### src/rtl/crossbar_pkg.sv
// Shared types and helpers for the crossbar allocator.
// Holds the per-output FSM state encoding and the index-width helper.
package crossbar_pkg;

  typedef enum logic {
    IDLE = 1'b0,
    BUSY = 1'b1
  } state_t;

  function automatic int unsigned idx_w(input int unsigned n);
    return (n < 2) ? 1 : $clog2(n);
  endfunction

endpackage

### src/rtl/crossbar_alloc_rr_arbiter.sv
// Round-robin arbiter: first request at or after ptr, searching upward
// modulo N. Ports: req (N) and ptr (AW) in; one-hot gnt (N) and idx (AW) out.
module rr_arbiter
  import crossbar_pkg::*;
#(
  parameter int N  = 8,
  parameter int AW = idx_w(N)
) (
  input  logic [N-1:0]  req,
  input  logic [AW-1:0] ptr,
  output logic [N-1:0]  gnt,
  output logic [AW-1:0] idx
);

  logic [AW-1:0] pos;

  // Walk offsets from farthest to nearest so the nearest hit wins.
  always_comb begin
    gnt = '0;
    idx = '0;
    pos = '0;
    for (int k = N - 1; k >= 0; k--) begin
      pos = AW'((int'(ptr) + k) % N);
      if (req[pos]) begin
        gnt      = '0;
        gnt[pos] = 1'b1;
        idx      = pos;
      end
    end
  end

endmodule

### src/rtl/crossbar_alloc.sv
// Crossbar allocator: per-output IDLE/BUSY FSM with round-robin packet grant.
// Ports: clk, nreset; req_valid/req_dest/req_last/req_ready per input;
// sel (N*N one-hot selects), out_valid/out_last/out_ready per output.
module crossbar_alloc
  import crossbar_pkg::*;
#(
  parameter int N  = 8,
  parameter int AW = idx_w(N)
) (
  input  logic            clk,
  input  logic            nreset,
  input  logic [N-1:0]    req_valid,
  input  logic [N*AW-1:0] req_dest,
  input  logic [N-1:0]    req_last,
  output logic [N-1:0]    req_ready,
  output logic [N*N-1:0]  sel,
  output logic [N-1:0]    out_valid,
  output logic [N-1:0]    out_last,
  input  logic [N-1:0]    out_ready
);

  state_t        state_q [N];
  state_t        state_d [N];
  logic [AW-1:0] owner_q [N];
  logic [AW-1:0] owner_d [N];
  logic [AW-1:0] ptr_q   [N];
  logic [AW-1:0] ptr_d   [N];

  logic [AW-1:0] dest    [N];
  logic [N-1:0]  cand    [N];
  logic [N-1:0]  gnt     [N];
  logic [AW-1:0] win     [N];
  logic [N-1:0]  hit;

  always_comb begin
    for (int j = 0; j < N; j++) begin
      dest[j] = req_dest[j*AW +: AW];
    end
  end

  always_comb begin
    for (int o = 0; o < N; o++) begin
      for (int j = 0; j < N; j++) begin
        cand[o][j] = req_valid[j] && (dest[j] == AW'(o));
      end
    end
  end

  for (genvar o = 0; o < N; o++) begin : g_out
    rr_arbiter #(
      .N  (N),
      .AW (AW)
    ) u_arb (
      .req (cand[o]),
      .ptr (ptr_q[o]),
      .gnt (gnt[o]),
      .idx (win[o])
    );

    assign hit[o] = |gnt[o];

    hold_dest: assert property (
      @(posedge clk) disable iff (!nreset)
      (state_q[o] == BUSY) |-> (dest[owner_q[o]] == AW'(o))
    ) else $error("req_dest of owner changed while output %0d busy", o);
  end

  // Outputs depend on state and upstream signals only; out_ready
  // reaches nothing but req_ready.
  always_comb begin
    sel       = '0;
    out_valid = '0;
    out_last  = '0;
    req_ready = '0;
    for (int o = 0; o < N; o++) begin
      if (state_q[o] == BUSY) begin
        sel[o*N +: N]         = N'(1) << owner_q[o];
        out_valid[o]          = req_valid[owner_q[o]];
        out_last[o]           = req_last[owner_q[o]];
        req_ready[owner_q[o]] = req_ready[owner_q[o]] | out_ready[o];
      end
    end
  end

  always_comb begin
    for (int o = 0; o < N; o++) begin
      state_d[o] = state_q[o];
      owner_d[o] = owner_q[o];
      ptr_d[o]   = ptr_q[o];
      unique case (state_q[o])
        IDLE: begin
          if (hit[o]) begin
            state_d[o] = BUSY;
            owner_d[o] = win[o];
          end
        end
        BUSY: begin
          if (req_valid[owner_q[o]] && out_ready[o]
              && req_last[owner_q[o]]) begin
            state_d[o] = IDLE;
            ptr_d[o]   = (owner_q[o] == AW'(N - 1))
                         ? '0 : owner_q[o] + 1'b1;
          end
        end
        default: state_d[o] = IDLE;
      endcase
    end
  end

  always_ff @(posedge clk) begin
    if (!nreset) begin
      for (int o = 0; o < N; o++) begin
        state_q[o] <= IDLE;
        owner_q[o] <= '0;
        ptr_q[o]   <= '0;
      end
    end else begin
      for (int o = 0; o < N; o++) begin
        state_q[o] <= state_d[o];
        owner_q[o] <= owner_d[o];
        ptr_q[o]   <= ptr_d[o];
      end
    end
  end

endmodule
### config.mk
export PLATFORM = sky130hd
export DESIGN_NAME = crossbar_alloc
export DESIGN_NICKNAME = d
export VERILOG_FILES = /design/src/rtl/crossbar_pkg.sv /design/src/rtl/crossbar_alloc_rr_arbiter.sv /design/src/rtl/crossbar_alloc.sv
export SDC_FILE = /design/constraint.sdc
export NUM_CORES = 1
export LEC_CHECK = 0
export BUFFER_PORTS_ARGS = -buffer_cell sky130_fd_sc_hd__clkbuf_2
export CAP_MARGIN = 0
export CORE_UTILIZATION = 57
export DETAILED_ROUTE_END_ITERATION = 16
export MAX_ROUTING_LAYER = met4
export PLACE_DENSITY = 0.81
export SYNTH_ARGS = -nofsm -noshare
export SYNTH_HDL_FRONTEND = slang
export SYNTH_SLANG_ARGS = --single-unit
### constraint.sdc
create_clock -name clk -period 9.7 [get_ports clk]
set_input_delay 1.455 -clock clk [delete_from_list [all_inputs] [get_ports clk]]
set_output_delay 1.455 -clock clk [all_outputs]
set_load 0.01 [all_outputs]
# Word level (Yosys, flattened, before mapping)
# Memories as Yosys holds them, arrays and structs flattened.
# Cells that the tools add are included.
# Widths: inputs -> output; s select.
# classes
reduce_logical,168
n_mux,576
n_shift,8
bitwise_logic,41
add_sub_neg,64
n_lt_le_gt_ge,144
eq_ne,64
# ops
operator,count
$mux 8,80
$mux 3,120
$lt 3x4->1 const B,72
$bmux 1 s3,87
$demux 1 s3,72
$ge 3x1->1 const B,72
$mux 1,202
$logic_and 1x1->1,152
$eq 3x3->1 const B,40
$add 3x3->3 const B,32
$reduce_or 8->1,8
$shl 1x3->8 const A,8
$bwmux 8,7
$add 3x1->3 const B,16
$add 3x2->3 const B,16
$eq 3x2->1 const B,16
$or 1x1->1,32
$eq 3x1->1 const B,8
$logic_not 3->1,8
$pmux 1 s2,8
$and 8x8->8,1
$not 1->1,8
# totals
wordCells,1069
in_bits,50
mem_bits_ro,8
out_inout_bits,88
ff_bits,0
mem_bits_rw,56
memories,4
# mem_list
name,depth,width,rd,rd_ports_with_merged_regs,wr,line,rtl
owner_q,8,3,8,0,8,crossbar_alloc.sv:24,logic [AW-1:0] owner_q [N];
ptr_q,8,3,8,0,8,crossbar_alloc.sv:26,logic [AW-1:0] ptr_q [N];
(no name shown),8,1,1,0,0,crossbar_alloc.sv:80,req_ready[owner_q[o]] = req_ready[owner_q[o]] | out_ready[o];
state_q,8,1,8,0,8,crossbar_alloc.sv:22,state_t state_q [N];

# Logic depth before layout (Yosys ltp)
# Gate-level depths: netlist (run 1).
# depth
ltp_word,41
ltp_mapped,15
depth_no_buf,12

# Hierarchy
# A second synthesis (run 1) with hierarchy kept.
# hier_totals
hier_cells,2854
hier_area_um2,21444.3
# modules_own_cells
module,n_inst,area_each_um2,seq_area_each_um2,cells_per_inst
rr_arbiter (g_out[0].u_arb ...),6,1814.2,0.0,246
crossbar_alloc,1,6844.1,1121.1,905
rr_arbiter (g_out[1].u_arb),1,1899.3,0.0,242
rr_arbiter (g_out[7].u_arb),1,1815.5,0.0,231

# Least setup slack after synthesis (run 1)
# No wires, ideal clock.
# synth_timing
path_type,input -> output
startpoint,input out_ready[0]
endpoint,output req_ready[1]
path_slack_ps,4550
required_time_ps,8245
arrival_time_ps,3695
stages,11
path_buffers,1
cell_sequence,and2_1 clkbuf_1 a41oi_1 a21bo_2 a21oi_1 a211oi_1 nor3_1 a2111oi_0 nor3_1 and3b_1 o21ai_0
# synth_between
elab_chain_cells,38
# synth_rtl
item,line,rtl
start: declaration,crossbar_alloc.sv:19,input logic [N-1:0] out_ready
$or 1x1->1 *,crossbar_alloc.sv:80,
$and 8x8->8 (no line) *,--,
$mux 8 *,crossbar_alloc.sv:76,if (state_q[o] == BUSY) begin
$bmux 1 s3,crossbar_alloc.sv:80,
$mux 1 (implied by the code),crossbar_alloc.sv:80,
$or 1x1->1,crossbar_alloc.sv:80,
$bwmux 8,crossbar_alloc.sv:80,
$mux 8 *,crossbar_alloc.sv:76,
(+22 left out),--,
$or 1x1->1,crossbar_alloc.sv:80,
$bwmux 8,crossbar_alloc.sv:80,
$mux 8 *,crossbar_alloc.sv:76,
$bmux 1 s3,crossbar_alloc.sv:80,
$mux 1 (implied by the code),crossbar_alloc.sv:80,
$or 1x1->1,crossbar_alloc.sv:80,
$bwmux 8,crossbar_alloc.sv:80,
$mux 8 *,crossbar_alloc.sv:76,
end: declaration,crossbar_alloc.sv:15,"output logic [N-1:0] req_ready,"
# Every way passes the cells marked *; elsewhere a longest branch is shown, timed or not. The select of a mux whose other input is x is not followed.

# Worst setup path in the final report (run 1)
# layout_timing
startpoint,input out_ready[0]
endpoint,output req_ready[3]
# Same word-level chain as after synthesis.

==> results.md, run 1 <==
- CP max stage delay: between 600 and 700 ps
- Netlist cell types: a little under 100
- Antenna viol nets, final: 0
- Ant. Diodes: 0
- Worst EP required: about 8300 ps
- Count of final hold-check violations: 0
- Max Freq: 174 MHz
- Drt pass-1 iters: 6
- Synth top area cells: mux4_2, ha_1, dfxtp_1, nand2_1, a21oi_1
- Top FF cell, synth: dfxtp_1
- CTS root buffer: clkbuf_16
- Clock H-tree levels: 2
- Outcome: complete, no violations
- Vias in the first global route: roughly 14,000
- Worst path depth: 12
- Asr flop ratio synth: 0
- Met2 Usage GRT: 0.607
- Chip Width: between 150 and 200 µm
- RR Startpoint: ptr_q[0][3]
- Post-CTS Hold Buffers: 0
- Final Wtd Congestion: about 1.0
- Yosys warning count: 0
- Slew HR: 0.350
- Filler instances: between 2,000 and 2,500
- Total track usage: 0.417
- Post-Route Setup TNS: 0 ps
- Sequential fraction of the synthesis area: 0.0851
- Peak VDD IR: about 88 µV
- CP Max Fanout: 7
- Initial antenna violation count: 0
- Die Y: roughly 150 µm
- Final Max Tran Viols: 0
- Type of origin of the critical path: input pin
- Post-DP HPWL: 35.0 mm
- GR met1 Demand/Resource: 0.558
- CORE AREA: approximately 23,000 µm²
- Count leader, synth: nand2_1
- CP Capture Point: req_ready[3]
- Longest Clk Path Bufs: 2
- Final min period: roughly 5800 ps
- Synth top cells by count: nand2_1, nor2_1, a21oi_1
- TritonCTS Buffers: 5
- Worst path cell trace: clkbuf_2 -> and2_1 -> a41oi_1 -> a21oi_1 -> nor2_1 -> a211oi_1 -> nor3_1 -> a2111oi_0 -> nor3_1 -> and3b_1 -> o21ai_0 -> clkbuf_2
- Setup WS pre-CTS: ~4000 ps
- Synthesized cell area: between 10,000 and 15,000 µm²
- CP arrival: 4300 ps
- Sequential cell area: about 1100 µm²
- Starting density of the core: 0.582
- Reg2Reg Depth: 11
- Post-DP Area: ~14,000 µm²
- Worst-Skew Late Latency: 320 ps
- Setup violators final: 0
- Crit Path Class: input pin to output pin
- Area of the multi-input gates: ~11,000 µm²
- Worst Setup End Kind: output pin
- Pleak: between 5 and 6 nW
- Iteration-0 DRC Markers: approximately 2,100
- Clk pin slew, worst setup/hold paths: 80 ps
- # rows: 55
- Avg Inst Size Synth: roughly 7.9 µm²
- Routed vias/inst: ~7.4
- Hold WS: ~640 ps
- Worst Tran Pin Value: just under 1000 ps
- Vias after detailed routing: 14,700
- Drc violations: 0
- Finished Cell Area: between 10,000 and 15,000 µm²
- Largest net degree at the start of global routing: 48
- Number of buffers added for setup after CTS: 0
- CP top delay family: simple AND/OR/NAND/NOR gates
- Area growth from synthesis to layout: 5.99%
- Worst R2R End: owner_q[0][5]
- Die area: roughly 24,000 µm²
- Power Density: roughly 100 nW/µm²
- Hold Path Class: flip-flop to flip-flop
- Worst path buffer plus inverter count: 2
- IO buf count: approximately 140
- Met3 usage: 0.0939
- Flops & latches, synth: between 50 and 60
- Synth area leader: mux4_2
- Worst setup margin: approximately 3900 ps
- Synthesized net count: 1,823
- Final period utilization: 0.594
- Clock sinks: 56
- Area share of the largest cell type after synthesis: 0.159
- PostCTS Resize Cnt: 0
- DR WL/cell: ~24 µm
- Global-route wire length before repair: about 76 mm
- Setup Skew: ~7.2 ps
- RSZ-0062 raised after global routing: no
- Max Cap Viol: 0
- Post-synth EDFFs: 0
- Share of cells above drive strength 1: 0.176
- Grt peak-use layer: met2
- CTS tree: done
- Final wirelength: between 40 and 50 mm
- Top Ports: around 140
- Synthesized instance count: about 1,700
- Reg2Reg Setup Slack: 5180 ps
- Layout Nets: 1,855
- GR Overflow Total: 0
- CP startpoint: out_ready[0]
- Crit-path slowest cell: nor3_1
==> area by class of cell <==
| cell class | instances | area share |
|---|---|---|
| inverter | 73 | 0.0196 |
| multi-input combinational | 1431 | 0.810 |
| clock inverter | 3 | 0.00359 |
| timing repair buffer | 142 | 0.0518 |
| sequential | 56 | 0.0803 |
| tap | 285 | 0.0256 |
| clock buffer | 5 | 0.00897 |
==> power by group <==
group          total, W  switching [W]  internal [W]  leakage [nW]
registers      0.000375       0.000116      0.000259         0.457
logic          0.000819       0.000480      0.000338          5.02
clock network  0.000236       0.000110      0.000126        0.0863
total           0.00143       0.000707      0.000722          5.56
==> worst min-delay path by stage <==
stage                  startpoint            end  slack [ps]  depth (start not counted)
floorplan           state_q[1][1]  state_q[1][1]         520                          2
global placement      ptr_q[1][3]    ptr_q[1][3]         620                          2
detailed placement  state_q[0][0]  state_q[0][0]         620                          2
CTS                 state_q[0][0]  state_q[0][0]         630                          2
global route          ptr_q[1][6]    ptr_q[1][6]         660                          2
finish              state_q[0][0]  state_q[0][0]         640                          2
==> cells in the final DEF (no fill, tap or decap), types with 24 or more instances in the layout <==
cell | synthesis | layout
clkbuf_2 | 0 | 137
and4b_1 | 24 | 24
nor3_1 | 27 | 27
nand4b_1 | 27 | 27
mux2i_1 | 49 | 49
inv_1 | 65 | 65
nand3_1 | 51 | 51
o21ai_0 | 72 | 72
nor2b_1 | 29 | 29
and2_1 | 43 | 43
nand4_1 | 24 | 24
mux4_2 | 93 | 93
a21oi_1 | 103 | 103
nand2_1 | 175 | 175
dfxtp_1 | 56 | 56
and3_1 | 40 | 40
a31oi_1 | 29 | 29
ha_1 | 96 | 96
nor2_1 | 126 | 126
==> cell families (layout without fill, tap and decap cells) <==
family,count (synthesis),after routing,share of synthesized area
muxes,165,165,0.218
xor gates and xnor gates,35,35,0.0233
DFF,56,56,0.0851
buffers and inverters,190,223,0.0563
and+or+nand+nor,732,732,0.321
adders and majority gates,96,96,0.0912
AOI/OAI and AO/OA,403,403,0.205
==> metal layers <==
layer	share of wire	routed length [µm]
met1	0.40	19500
met5	0	0
met2	0.43	20800
met4	0.043	2070
met3	0.13	6120
==> worst register-to-register path, delay by kind of cell, from the launching register on <==
kind | cells | cell delay (ps)
mux | 2 | 1060
buf+inv | 1 | 410
flops | 1 | 570
simple gates | 3 | 900
fa+ha+maj | 1 | 660
compound gates | 4 | 850
==> registers in the layout (all words and copies together) (netlist names) <==
name / count
ptr_q: 24
state_q: 8
owner_q: 24
==> stage by stage <==
| step | cells | utilization | power, W |
|---|---|---|---|
| after floorplan | 1677 | - | 0.000922 |
| after global placement | 1987 | 0.609 | 0.00116 |
| after detailed placement | 1987 | 0.609 | 0.00117 |
| after CTS | 1995 | 0.616 | 0.00140 |
| after global routing | 1995 | 0.616 | 0.00151 |
| final | 1995 | 0.616 | 0.00143 |
Power figures use the tool's default switching activity.
==> run 2, diff against run 1 <==
--- a/config.mk
+++ b/config.mk
@@ -7,10 +7,10 @@
 export LEC_CHECK = 0
 export BUFFER_PORTS_ARGS = -buffer_cell sky130_fd_sc_hd__clkbuf_2
 export CAP_MARGIN = 0
-export CORE_UTILIZATION = 57
+export CORE_UTILIZATION = 56
 export DETAILED_ROUTE_END_ITERATION = 16
 export MAX_ROUTING_LAYER = met4
-export PLACE_DENSITY = 0.81
+export PLACE_DENSITY = 0.82
 export SYNTH_ARGS = -nofsm -noshare
 export SYNTH_HDL_FRONTEND = slang
 export SYNTH_SLANG_ARGS = --single-unit
==> constraint.sdc (replaced) <==
create_clock -name clk -period 4.7 [get_ports clk]
set_input_delay 0.705 -clock clk [delete_from_list [all_inputs] [get_ports clk]]
set_output_delay 0.705 -clock clk [all_outputs]
set_load 0.01 [all_outputs]
==> run 2 against run 1 <==
Net effect:
- clock skew down 1.2 ps
- power up 110%
- non-clock buffer count up 26
- worst hold slack better by 4.7 ps
- clock-buffer cell count up 2
- critical path depth down 1
- routed wire length down 2.3%
==> results.md, run 2 (synthesis gave the netlist of run 1 again) <==
- CP Max Fanout: 17
- Max Cap Viol: 0
- Longest Clk Path Bufs: 2
- CTS root buffer: clkbuf_16
- Hold Path Class: flip-flop to flip-flop
- Routed vias/inst: just over 7
- CTS tree: done
- Worst EP required: approximately 4000 ps
- Reg2Reg Setup Slack: around 760 ps
- Setup Skew: roughly 6.0 ps
- CP startpoint: owner_q[0][3]
- Placed insts: around 2,000
- CORE AREA: between 20,000 and 25,000 µm²
- Vias after detailed routing: between 10,000 and 15,000
- Final wirelength: ~47 mm
- TritonCTS Buffers: 5
- Post-CTS Hold Buffers: 0
- Drt pass-1 iters: 8
- Chip Width: roughly 160 µm
- Vias in the first global route: 13,500
- Post-DP HPWL: around 35 mm
- DR WL/cell: roughly 23 µm
- Die Y: ~160 µm
- Outcome: complete, no violations
- Slew HR: 0.384
- Power Density: around 210 nW/µm²
- Global-route wire length before repair: between 70 and 80 mm
- Largest net degree at the start of global routing: 36
- Clk pin slew, worst setup/hold paths: ~80 ps
- Worst-Skew Late Latency: between 300 and 400 ps
- Largest regs: owner_q x24, ptr_q x24, state_q x8
- Final min period: between 4000 and 5000 ps
- Top Ports: 138
- Max Freq: about 220 MHz
- IO buf count: 137
- Final Max Tran Viols: 0
- Iteration-0 DRC Markers: 1,971
- Final period utilization: 0.946
- Starting density of the core: 0.576
- Reg2Reg Depth: 12
- Drc violations: 0
- GR Overflow Total: 0
- Worst Tran Pin Value: approximately 910 ps
- RSZ-0062 raised after global routing: no
- Util after Layout: 0.620
- Antenna viol nets, final: 0
- Crit Path Class: flip-flop to output pin
- Initial antenna violation count: 0
- RR Startpoint: ptr_q[1][3]
- Final Wtd Congestion: between 1 and 1.5
- CP arrival: between 3000 and 4000 ps
- Ant. Diodes: 0
- CP Capture Point: req_ready[3]
- Share of cells above drive strength 1: 0.189
- Total track usage: 0.398
- Non-filler cells, final: slightly above 2,000
- # rows: 55
- Worst Setup End Kind: output pin
- Highest-count cells in the layout ignoring fill and taps: nand2_1, clkbuf_2, nor2_1
- Pleak: 5.68 nW
- Clock sinks: 56
- Type of origin of the critical path: flip-flop
- Count of final hold-check violations: 0
- Layout Nets: about 1,900
- Peak VDD IR: ~150 µV
- Clock H-tree levels: 2
- Die area: 24,100 µm²
- Post-Route Setup TNS: 0 ps
- Number of buffers added for setup after CTS: 0
- Most common cell after layout, fill and taps aside: nand2_1
- Worst R2R End: owner_q[1][5]
- Area growth from synthesis to layout: 7.59%
- Setup violators final: 0
## run 2: metal layers
layer | up-vias | share of wire | track usage
met5 | - | 0 | -
met4 | 0 | 0.035 | 0.129
met3 | 167 | 0.13 | 0.0850
met2 | 1075 | 0.42 | 0.584
met1 | 6879 | 0.42 | 0.543
li1 | 6561 | - | -
## run 2: per-stage QoR
stage	hold WS (ps)	power (W)	instance area, µm²	worst slack (ps)
floorplan	523	0.00190	13200	1030
global placement	613	0.00241	14000	631
detailed placement	630	0.00243	14000	526
CTS	645	0.00286	14200	184
global route	663	0.00309	14200	84.9
finish	645	0.00293	14200	254
## run 2: where the power goes
group	switching [W]	leakage [nW]	internal, W	total (W)
Combinational	0.00105	5.15	0.000725	0.00177
Sequential	0.000191	0.458	0.000534	0.000725
Clock	0.000219	0.0701	0.000215	0.000434
## run 2: cell type report
cell class                      instances  area (µm²)
Clock buffer                            7         143
Inverter                               73         274
Timing Repair Buffer                  168         918
Clock inverter                          1        7.51
Tap cell                              313         392
Multi-Input combinational cell       1431       11300
Sequential cell                        56        1120
Fill cell                            2140        8680
## run 2: repair_timing
item / in CTS / in global routing
resized for setup: 0 / 2
setup endpoints to repair: 0 / 4
hold endpoints to repair: 0 / 0
## run 2: critical path, stage by stage (launching register included)
cell       delay, ps
dfxtp_2          430
xnor2_1          460
a41oi_1          320
a21bo_2          290
a21oi_1           70
a211oi_1         510
nor3_2           190
a2111oi_0        450
nor3_1           130
and3b_1          210
o21ai_0          200
clkbuf_2         170
## run 2: how the worst min path moves through the flow
stage,startpoint,to,slack (ps),depth (start not counted)
final,owner_q[1][10],owner_q[1][10],650,2
after global routing,ptr_q[1][6],ptr_q[1][6],660,2
after CTS,ptr_q[1][9],ptr_q[1][9],640,3
after detailed placement,ptr_q[1][6],ptr_q[1][6],630,2
after global placement,ptr_q[1][6],ptr_q[1][6],610,2
after floorplan,state_q[1][1],state_q[1][1],520,2
